`src/rtl/arbitro_sumador_resta.sv`:
```
// arbitro_sumador_resta
//   Round-robin front end for one shared 32-bit ripple adder/subtractor.
//   Two requesters hand in (a, b, op) over valid/ready. The winner's operands
//   are registered, evaluated by sumador_resta for one cycle, and the result
//   and flags are returned on a held response channel tagged with the ID.
//
//   Ports
//     clk, rst               clock (rising edge), async active-high reset
//     reqN_valid/ready       request handshake, N = 0,1 (ready only in IDLE)
//     reqN_a, reqN_b, reqN_op operands; op 0 = a+b, 1 = a-b
//     resp_valid/ready       response handshake
//     resp_id                requester that issued the result
//     resp_result            sum/difference (saturated when enabled)
//     resp_carry             raw adder carry-out (sub: 1 = no borrow)
//     resp_ovf               signed overflow
//     resp_zero              final resp_result == 0
//
//   Build option
//     ARBITRO_SUMRES_SAT_EN  saturate resp_result on signed overflow.

// One bit cell of the ripple chain.
module sumador_resta_fa (
  input  logic a,
  input  logic b,
  input  logic ci,
  output logic s,
  output logic co
);
  assign s  = a ^ b ^ ci;
  assign co = (a & b) | (ci & (a ^ b));
endmodule

// Ripple adder: b is expected already conditionally inverted by the caller,
// ci carries the +1 of two's complement for subtraction.
module sumador_resta #(
  parameter int W = 32
) (
  input  logic [W-1:0] a,
  input  logic [W-1:0] b,
  input  logic         ci,
  output logic [W-1:0] s,
  output logic         co
);
  logic [W:0] c;

  assign c[0] = ci;
  assign co   = c[W];

  for (genvar i = 0; i < W; i++) begin : g_bit
    sumador_resta_fa u_fa (
      .a  (a[i]),
      .b  (b[i]),
      .ci (c[i]),
      .s  (s[i]),
      .co (c[i+1])
    );
  end
endmodule

module arbitro_sumador_resta #(
  parameter int W = 32
) (
  input  logic         clk,
  input  logic         rst,
  input  logic         req0_valid,
  output logic         req0_ready,
  input  logic [W-1:0] req0_a,
  input  logic [W-1:0] req0_b,
  input  logic         req0_op,
  input  logic         req1_valid,
  output logic         req1_ready,
  input  logic [W-1:0] req1_a,
  input  logic [W-1:0] req1_b,
  input  logic         req1_op,
  output logic         resp_valid,
  input  logic         resp_ready,
  output logic         resp_id,
  output logic [W-1:0] resp_result,
  output logic         resp_carry,
  output logic         resp_ovf,
  output logic         resp_zero
);
  typedef enum logic [1:0] {IDLE, EXEC, RESP} state_t;

  state_t       state;
  logic         last;     // requester granted most recently
  logic [W-1:0] a_q, b_q;
  logic         op_q, id_q;

  logic         g0, g1;
  logic [W-1:0] bin, sum, fin;
  logic         co, ovf;

  // Grants are mutually exclusive: on contention, last picks the other side.
  assign g0 = req0_valid & (~req1_valid | last);
  assign g1 = req1_valid & (~req0_valid | ~last);

  // Readies are combinational from IDLE but forced low during reset.
  assign req0_ready = ~rst & (state == IDLE) & g0;
  assign req1_ready = ~rst & (state == IDLE) & g1;

  assign bin = op_q ? ~b_q : b_q;

  sumador_resta #(.W(W)) u_add (
    .a  (a_q),
    .b  (bin),
    .ci (op_q),
    .s  (sum),
    .co (co)
  );

  assign ovf = (a_q[W-1] == bin[W-1]) & (sum[W-1] != a_q[W-1]);

`ifdef ARBITRO_SUMRES_SAT_EN
  // Clamp toward the sign of a: positive overflow -> max, negative -> min.
  assign fin = ovf ? (a_q[W-1] ? {1'b1, {(W-1){1'b0}}} : {1'b0, {(W-1){1'b1}}})
                   : sum;
`else
  assign fin = sum;
`endif

  always_ff @(posedge clk or posedge rst) begin
    if (rst) begin
      state       <= IDLE;
      last        <= 1'b1;
      a_q         <= '0;
      b_q         <= '0;
      op_q        <= 1'b0;
      id_q        <= 1'b0;
      resp_valid  <= 1'b0;
      resp_id     <= 1'b0;
      resp_result <= '0;
      resp_carry  <= 1'b0;
      resp_ovf    <= 1'b0;
      resp_zero   <= 1'b0;
    end else begin
      case (state)
        IDLE: begin
          if (g0 | g1) begin
            a_q   <= g1 ? req1_a  : req0_a;
            b_q   <= g1 ? req1_b  : req0_b;
            op_q  <= g1 ? req1_op : req0_op;
            id_q  <= g1;
            last  <= g1;
            state <= EXEC;
          end
        end
        EXEC: begin
          resp_valid  <= 1'b1;
          resp_id     <= id_q;
          resp_result <= fin;
          resp_carry  <= co;
          resp_ovf    <= ovf;
          resp_zero   <= (fin == '0);
          state       <= RESP;
        end
        RESP: begin
          // Always pass back through IDLE before the next grant.
          if (resp_ready) begin
            resp_valid <= 1'b0;
            state      <= IDLE;
          end
        end
        default: state <= IDLE;
      endcase
    end
  end
endmodule

```
`config.mk`:
```
export PLATFORM = sky130hd
export DESIGN_NAME = arbitro_sumador_resta
export DESIGN_NICKNAME = d
export VERILOG_FILES = /design/src/rtl/arbitro_sumador_resta.sv
export SDC_FILE = /design/constraint.sdc
export NUM_CORES = 1
export LEC_CHECK = 0
export CORE_MARGIN = 3
export CORE_UTILIZATION = 49
export CTS_BUF_LIST = sky130_fd_sc_hd__clkbuf_8
export DETAILED_ROUTE_END_ITERATION = 6
export GPL_ROUTABILITY_DRIVEN = 0
export GPL_TIMING_DRIVEN = 0
export HOLD_SLACK_MARGIN = 0.15
export PLACE_DENSITY_LB_ADDON = 0.12
export SLEW_MARGIN = 15
export SYNTH_ARGS = -nofsm -noshare
export SYNTH_HDL_FRONTEND = slang
export SYNTH_HIERARCHICAL = 1
export SYNTH_SLANG_ARGS = --single-unit
```
`constraint.sdc`:
```
create_clock -name clk -period 14.9 [get_ports clk]
set_input_delay 2.235 -clock clk [delete_from_list [all_inputs] [get_ports clk]]
set_output_delay 2.235 -clock clk [all_outputs]
set_load 0.005 [all_outputs]
```
==> impl_summary.md, run 1 <==
Run
The max-capacitance violation count is 0.

Detailed routing
Summed over all layers, the routed wires come to 13300 um. The detail route stage leaves a number of antenna-violating nets equal to 0. Using the TritonRoute via totals, the vias-per-cell ratio works out to 5.22.

After the first detailed-routing iteration, the DRC count stood at 83. The overall via count from detail_route is 3777. In the routed design, unresolved DRC markers number 0. The post-detailed-route wirelength per cell is 18.4 um. The pre-antenna-repair detailed-routing pass consisted of 4 iterations.

Cells and area
The area added between synthesis and finish is 36.2%. After the flow finishes, the layout carries non-filler instances totaling 723. The finished cells cover 0.00801 sq mm.

The fraction of final layout cells sized beyond drive strength 1 is 0.362. The net count reported at finish is 742. The number of antenna diodes in the final layout is 0. After filler insertion, the fill cell instance count of the layout stands at 844.

Synth
For this run, the register share of the synthesized area comes to 0.452. The total number of yosys warnings is 6. The net count after synthesis is 557. In this run, distinct cell masters in the synthesized netlist total 24. Averaged over all synthesized cells, the footprint is 15.1 sq um. After technology mapping, the gate count stands at 390. In this run, synthesis produced a sequential element count of 106.

The area of the mapped netlist is 0.00588 sq mm.

Placed design
The sum of net half-perimeters after detailed placement is 10300 um. The total instance count after detailed placement is 707. Summing all placed instances gives a cell area of 0.00782 sq mm.

The count of input and output buffers is 173.

STA
At the pin with the least slew margin, the transition time is 0.498 ns. On the final layout, the worst clock skew is 0.0109 ns. The final count of hold timing violations is 0. In the finished design, the share of the clock period the worst path needs comes to 0.972.

Timing would allow up to 69.1 MHz. The normalized max-slew margin is 0.665. The clock period could shrink to 14.48 ns. For the final routed database, the setup TNS stands at 0 ns. The setup-violating endpoint count in the final report is 0. The total count of max-transition violations in the final report is 0. Setup repair after global routing left no endpoint under its margin.

Pwr
VDD sags by at most 0.0989 mV. Power spread over the standard cell area amounts to 237 mW/mm^2. The static power due to leakage is 3.31 nW.

Die
The initialized floorplan defines 39 standard-cell rows. The core footprint is 0.0116 sq mm. The initial utilization of the core area, before any placement, comes to 0.508. The floorplan step set the die height to 116 um. The top-level I/O count is 174. The area enclosed by the die boundary is 0.0133 sq mm. The floorplan die width is 116 um.

Setup path
At the worst endpoint, the required time is 15.18 ns. The library cell appearing most often on the critical path is fa_1. The capturing element type of the critical path is a register. The biggest cell delay along the critical path is 0.48 ns.

For this design, the slowest cell found on the critical path is fa_2. The class of the most critical setup path is reg2reg. STA classifies the critical path startpoint as a register. STA puts the critical path data arrival time at 14.75 ns. The maximum fanout along the worst path is 6.

CTS
The clock passes through at most 2 buffers. The clock insertion delay at the later pin of the skew report is 0.37 ns. The root buffer cell chosen for the clock tree is clkbuf_8. CTS saw 106 sinks.

The number of CTS-inserted buffers is 9. The CTS tree is built. For this design, the CTS-stage hold fixing added 0 buffers.

The clock input transition at the sequential cells of the worst setup and hold paths is 0.10 ns. The H-tree level count is 3.

Global routing
The pin count of the biggest net entering global routing is 59. The via count of the first global-routing pass came to 4193. For this run, the total global-route usage over all layers was measured as 0.206. Summed over all layers, the global routing overflow is 0.

The number of antenna violations at the first check in global routing is 0. The wire length of the first global-routing pass is 21000 um.

Run status
The flow ran to the end, and the final reports show no timing, DRC or antenna violations.

Min path
In this run the worst hold path is classified as reg2reg.
==> path summary, 6_finish.rpt <==
path / from / end / slack, ns / cells after the start
worst max register to register: op_q / resp_zero / 0.42 / 37
worst max-delay path: op_q / resp_zero / 0.42 / 37
worst min register to register: resp_zero / resp_zero / 0.49 / 2
max in group asynchronous: rst / last / 11.92 / 3
min in group asynchronous: rst / id_q / 2.32 / 2
worst min-delay path: resp_zero / resp_zero / 0.49 / 2
==> layout by cell type, fill, tap and decap left out, types with 2 or more instances in the layout <==
cell / n
a21oi_1: 2
buf_2: 15
buf_4: 3
buf_6: 4
clkbuf_8: 11
clkdlybuf4s50_1: 173
clkinv_2: 3
dfrtp_1: 105
fa_1: 30
fa_2: 2
inv_1: 4
mux2_2: 140
mux2_4: 26
nand2_1: 3
nand2b_1: 2
nand4_1: 2
nor2b_1: 2
nor4_1: 8
o21ai_0: 3
xor2_1: 32
==> synth_stat cells <==
library cell | number | area, sq um
mux2_4 | 26 | 390
a21boi_2 | 1 | 11.3
mux2_2 | 140 | 1580
clkbuf_1 | 1 | 3.75
dfstp_2 | 1 | 26.3
fa_1 | 32 | 641
nor4_1 | 9 | 56.3
o21ai_0 | 3 | 15.0
dfrtp_1 | 105 | 2630
mux2i_1 | 1 | 10.0
a21oi_1 | 2 | 10.0
nand2b_1 | 2 | 12.5
nor2_1 | 1 | 3.75
nand4_1 | 2 | 12.5
nor3_2 | 1 | 10.0
buf_4 | 3 | 22.5
o31ai_1 | 1 | 7.51
inv_1 | 3 | 11.3
buf_2 | 14 | 70.1
nor2b_1 | 2 | 12.5
buf_6 | 4 | 45.0
nand2_1 | 3 | 11.3
xor2_1 | 32 | 280
nor4b_1 | 1 | 8.76
==> flip-flops by register name (all words and copies together) (netlist names) <==
register	cells
state	2
last	1
b_q	32
resp_result	32
resp_valid	1
id_q	1
resp_zero	1
resp_carry	1
a_q	32
resp_id	1
op_q	1
resp_ovf	1
==> critical path, delay by kind of cell, from the launching register on <==
kind / cells / cell delay (ns)
fa+ha+maj: 32 / 12.94
simple gates: 2 / 0.45
flops: 1 / 0.40
compound gates: 1 / 0.22
buf+inv: 1 / 0.19
xor+xnor: 1 / 0.19
==> final cells by class <==
class                   count  area, sq um  share of cell area
inverters                   3         16.3             0.00203
flip-flops and latches    106         2650               0.332
repair buffers            174         1760               0.220
multi-input cells         259         3080               0.385
plain buffers              22          143              0.0178
well taps                 143          179              0.0224
clock inverters             5         22.5             0.00281
clock buffers              11          151              0.0189
==> power by group <==
group	leakage, nW	switching [mW]	internal, mW	total (mW)
clock network	0.101	0.0937	0.0681	0.162
registers	1.24	0.105	0.445	0.550
logic	1.96	0.523	0.663	1.19
==> per-stage QoR <==
stage / hold WS (ns) / worst slack [ns] / power, mW / utilization
final: 0.487 / 0.422 / 1.90 / 0.692
after detailed placement: 0.471 / 0.289 / 1.74 / 0.676
after floorplan: 0.471 / 1.28 / 1.33 / -
after CTS: 0.491 / 0.219 / 1.90 / 0.691
after global placement: 0.463 / 0.324 / 1.69 / 0.673
after global routing: 0.523 / 0.0265 / 2.06 / 0.692
==> layer usage <==
layer,vias to the layer above,GRT usage,wire [um]
li1,1736,-,-
met1,1910,0.246,5320
met2,111,0.367,6930
met3,20,0.0522,766
met4,0,0.0665,254
met5,-,0,0
==> cell families after synthesis <==
group / share of synthesized area
and+or+nand+nor: 0.0217
xor gates and xnor gates: 0.0477
muxes: 0.336
DFF: 0.452
AOI/OAI and AO/OA: 0.00745
adders and majority gates: 0.109
buffers and inverters: 0.0260
==> timing repair <==
item                       in CTS  in global routing
resized for setup               0                  6
setup endpoints to repair       0                  2
buffers inserted                0                  0
No activity file was read; power rests on OpenSTA's default activity.
==> run 2: changes to the inputs <==
--- a/config.mk
+++ b/config.mk
@@ -16,5 +16,4 @@
 export SLEW_MARGIN = 15
 export SYNTH_ARGS = -nofsm -noshare
 export SYNTH_HDL_FRONTEND = slang
-export SYNTH_HIERARCHICAL = 1
 export SYNTH_SLANG_ARGS = --single-unit
==> impl_summary.md, run 2 <==
STA
The achievable frequency was 69.4 MHz (+0.52%). The setup-violating endpoint count in the final report is 0 (unchanged). The transition time at the pin with the least slew margin is 0.490 ns (-0.00755 ns). The share of the clock period used by the worst path is 0.967 (-0.00501). The total count of max-transition violations in the final report is 0 (unchanged).

The final count of hold timing violations came to 0 (unchanged). The normalized max-slew margin is 0.673 (+0.00810). The post-route worst hold slack is 0.491 ns (+0.00364 ns). The clock skew after layout was 0.0171 ns (+0.00627 ns).

The final critical delay including setup and external delays is 14.40 ns (-0.0747 ns).

Synth
For this run, the leading register cell type out of synthesis is dfrtp_1. The most frequent cell after synthesis is dfrtp_1. The area of the mapped netlist is 0.00586 sq mm (-0.23%).

Sorting the synthesized cells by how often they occur yields 105 x dfrtp_1, 74 x mux2_2, 59 x mux2i_1. The total number of yosys warnings is 0 (-6). The share of Yosys cell area claimed by the top area cell type is 0.448 (+0.00105). The post-synthesis compound-gate area fraction is 0.0350 (+0.0276). The combinational family with the most area after synthesis is multiplexers.

The average instance area after synthesis is 12.9 sq um (-14%). The count of distinct cell types in the synthesized netlist is 34 (+42%). The mux cell area share after synthesis is 0.252 (-0.0846).

The proportion of register bits with asynchronous set or reset after synthesis came to 1.00 (unchanged). The library cell with the largest summed area after synthesis is dfrtp_1. The area share of fa/ha/maj cells after synthesis is 0.108 (-0.00102). Sorting the synthesized cells by area gives the leading types as dfrtp_1 45%, mux2_2 14%, fa_1 11%. The flop and latch count out of synthesis is 106 (unchanged). The post-synthesis cell count is 455 (+17%). The part of the Yosys area used for sequential elements is 0.453 (+0.00106).

The net count after synthesis is 622 (+12%). The simple-gate share of the synthesized area was 0.0429 (+0.0212). The number of enable flip-flop cells after synthesis is 0 (unchanged). The XOR/XNOR share of the synthesized area came to 0.0493 (+0.00161).

Pwr
The internal power is 1.14 mW (-3.0%). The switching component of the power was 0.802 mW (+11%). The peak supply drop came to 0.100 mV (+1.4%).

The share of total power consumed by net switching is 0.413 (+0.0323). The static power due to leakage came to 3.43 nW (+3.6%). The power density over the cells is 241 mW/mm^2 (+1.7%).

The register share of total power is 0.272 (-0.018). The clock share of power is 0.095 (+0.010). The fraction of power consumed by combinational cells came to 0.633 (+0.008).

Setup path
The data arrival at the endpoint of the critical path was 14.71 ns (-0.04 ns). The worst setup path is captured at a register. The library cell appearing most often on the critical path is fa_1. The data required time of the worst path is 15.21 ns (+0.03 ns). STA classifies the critical path startpoint as a register.

The maximum fanout along the worst path came to 10 (+4). The slowest stage cell on the critical path is fa_2. The biggest cell delay along the critical path came to 0.49 ns (about the same). By startpoint and endpoint, the worst setup path is classified as reg2reg.

CTS
The clock input transition at the sequential cells of the worst setup and hold paths is 0.10 ns (about the same). The buffer depth of the longest clock path is 2 (unchanged). The clock insertion delay at the later pin of the skew report is 0.37 ns (about the same).

The clock sink total was 106 (unchanged). The CTS tree is built. The H-tree level count is 3 (unchanged). The number of CTS-inserted buffers was 9 (unchanged).

The clock root buffer is clkbuf_8.

Detailed routing
The number of remaining DRC errors is 0 (unchanged). The overall via count from detail_route is 4079 (+8.0%). The routed wire length was 14400 um (+8.7%).

The first-pass detailed-route iteration total is 4 (unchanged). The number of DRC markers after the initial detailed-route iteration is 150 (+81%). The post-detailed-route wirelength per cell is 18.3 um (-0.35%).

The mean number of vias per cell is 5.17 (-1.0%). The antenna violation net count after detailed routing is 0 (unchanged).

Cells and area
The net count reported at finish is 808 (+8.9%). The total inserted antenna cells is 0 (unchanged). The largest registers in the layout are a_q (32), b_q (32), resp_result (32).

In the layout the commonest cells are 173 x clkdlybuf4s50_1, 104 x dfrtp_1, 74 x mux2_2, 59 x mux2i_1, 34 x inv_1. The leading cell type in the layout, fill and taps excluded is clkdlybuf4s50_1. Relative to the synthesized area, the layout overhead comes to 37.5%. The cell area after layout is 0.00806 sq mm (+0.67%).

The fraction of final layout cells sized beyond drive strength 1 is 0.201 (-0.161).

Die
The effective utilization at floorplan is 0.507 (-0.00119). The number of rows in the core area is 39 (unchanged). The area enclosed by the die boundary came to 0.0133 sq mm (-0.22%). The top-level I/O count was 174 (unchanged).

The height of the die is 115 um (-0.11%). The core footprint is 0.0116 sq mm (unchanged). The floorplan die width is 115 um (-0.11%).

Global routing
The total global-route track usage is 0.220 (+0.0133). The via count of the first global-routing pass is 4418 (+5.4%). The pin count of the biggest net entering global routing is 57 (-3.4%). The global-route congestion overflow total is 0 (unchanged). The number of antenna violations at the first check in global routing was 0 (unchanged). The wire length of the first global-routing pass is 22300 um (+6.2%).

Placed design
The sum of net half-perimeters after detailed placement is 11400 um (+11%). The post-detailed-placement cell area is 0.00780 sq mm (-0.18%). The count of input and output buffers is 173 (unchanged).

Min path
The worst hold path belongs to the class reg2reg.

Run
The max-capacitance violation count is 0 (unchanged).

Run status
The run finished with clean final reports.
==> run 2: cell types whose count changed in the layout (fill, tap and decap cells not counted), sizes merged, moves of 29 or more <==
cell   before  now
mux2      166   78
mux2i       1   59
inv         5   36
xnor2       0   31
xor2       32    2
nand2       3   32
o21ai       3   32
==> run 2: path summary, 6_finish.rpt <==
kind | startpoint | to | slack (ns) | cells after the start
max in group asynchronous | rst | last | 11.90 | 3
worst max register to register | op_q | resp_zero | 0.50 | 39
worst min-delay path | id_q | id_q | 0.49 | 1
min in group asynchronous | rst | resp_valid | 2.33 | 2
worst max-delay path | op_q | resp_zero | 0.50 | 39
worst min register to register | id_q | id_q | 0.49 | 1
==> run 2: kinds of logic after synthesis <==
logic type,count (synthesis)
AOI/OAI and AO/OA,37
buffers and inverters,60
adders and majority gates,32
DFF,106
xor gates and xnor gates,33
muxes,137
and+or+nand+nor,50
==> run 2: layer usage <==
metal	vias up	wire, um	GRT usage	share of wire
met1	2039	6070	0.283	0.42
met2	126	7280	0.382	0.50
li1	1896	-	-	-
met3	18	816	0.0368	0.057
met4	0	260	0.0657	0.018
met5	-	0	0	0
==> run 2: critical path, delay by kind of cell, from the launching register on <==
family	cells	cell delay (ns)
buffers and inverters	4	0.41
xor gates and xnor gates	1	0.16
DFF	1	0.46
and+or+nand+nor	2	0.36
AOI/OAI and AO/OA	1	0.16
adders and majority gates	31	12.76
==> run 2: final cells by class <==
type	instances	area [sq um]
clock buffers	9	124
plain buffers	24	230
repair buffers	176	1770
multi-input cells	289	2880
fillers	863	3510
flip-flops and latches	106	2660
clock inverters	7	78.8
inverters	35	136
well taps	143	179
==> run 2: repair_timing <==
item,4_1_cts,5_1_grt
hold buffers,0,0
endpoints found under the setup margin,3,3
buffers inserted,1,1
resized for setup,6,8
==> run 2: per-stage QoR <==
| stage | TNS, ns | std cells | power [mW] | setup slack [ns] | utilization |
|---|---|---|---|---|---|
| final | 0 | 789 | 1.94 | 0.497 | 0.697 |
| after global routing | -0.0213 | 789 | 2.11 | -0.0213 | 0.697 |
| after CTS | 0 | 788 | 1.95 | 0.00235 | 0.694 |
| after detailed placement | -0.958 | 772 | 1.76 | -0.412 | 0.675 |
| after global placement | -0.517 | 771 | 1.70 | -0.328 | 0.672 |
| after floorplan | 0 | 455 | 1.30 | 0.522 | - |
==> run 2: power groups by stage <==
stage / Clock (mW) / Sequential, mW / Combinational [mW]
CTS: 0.185 / 0.529 / 1.23
finish: 0.184 / 0.528 / 1.23
floorplan: 0 / 0.513 / 0.783
global placement: 0 / 0.525 / 1.18
detailed placement: 0 / 0.532 / 1.22
global route: 0.195 / 0.545 / 1.37
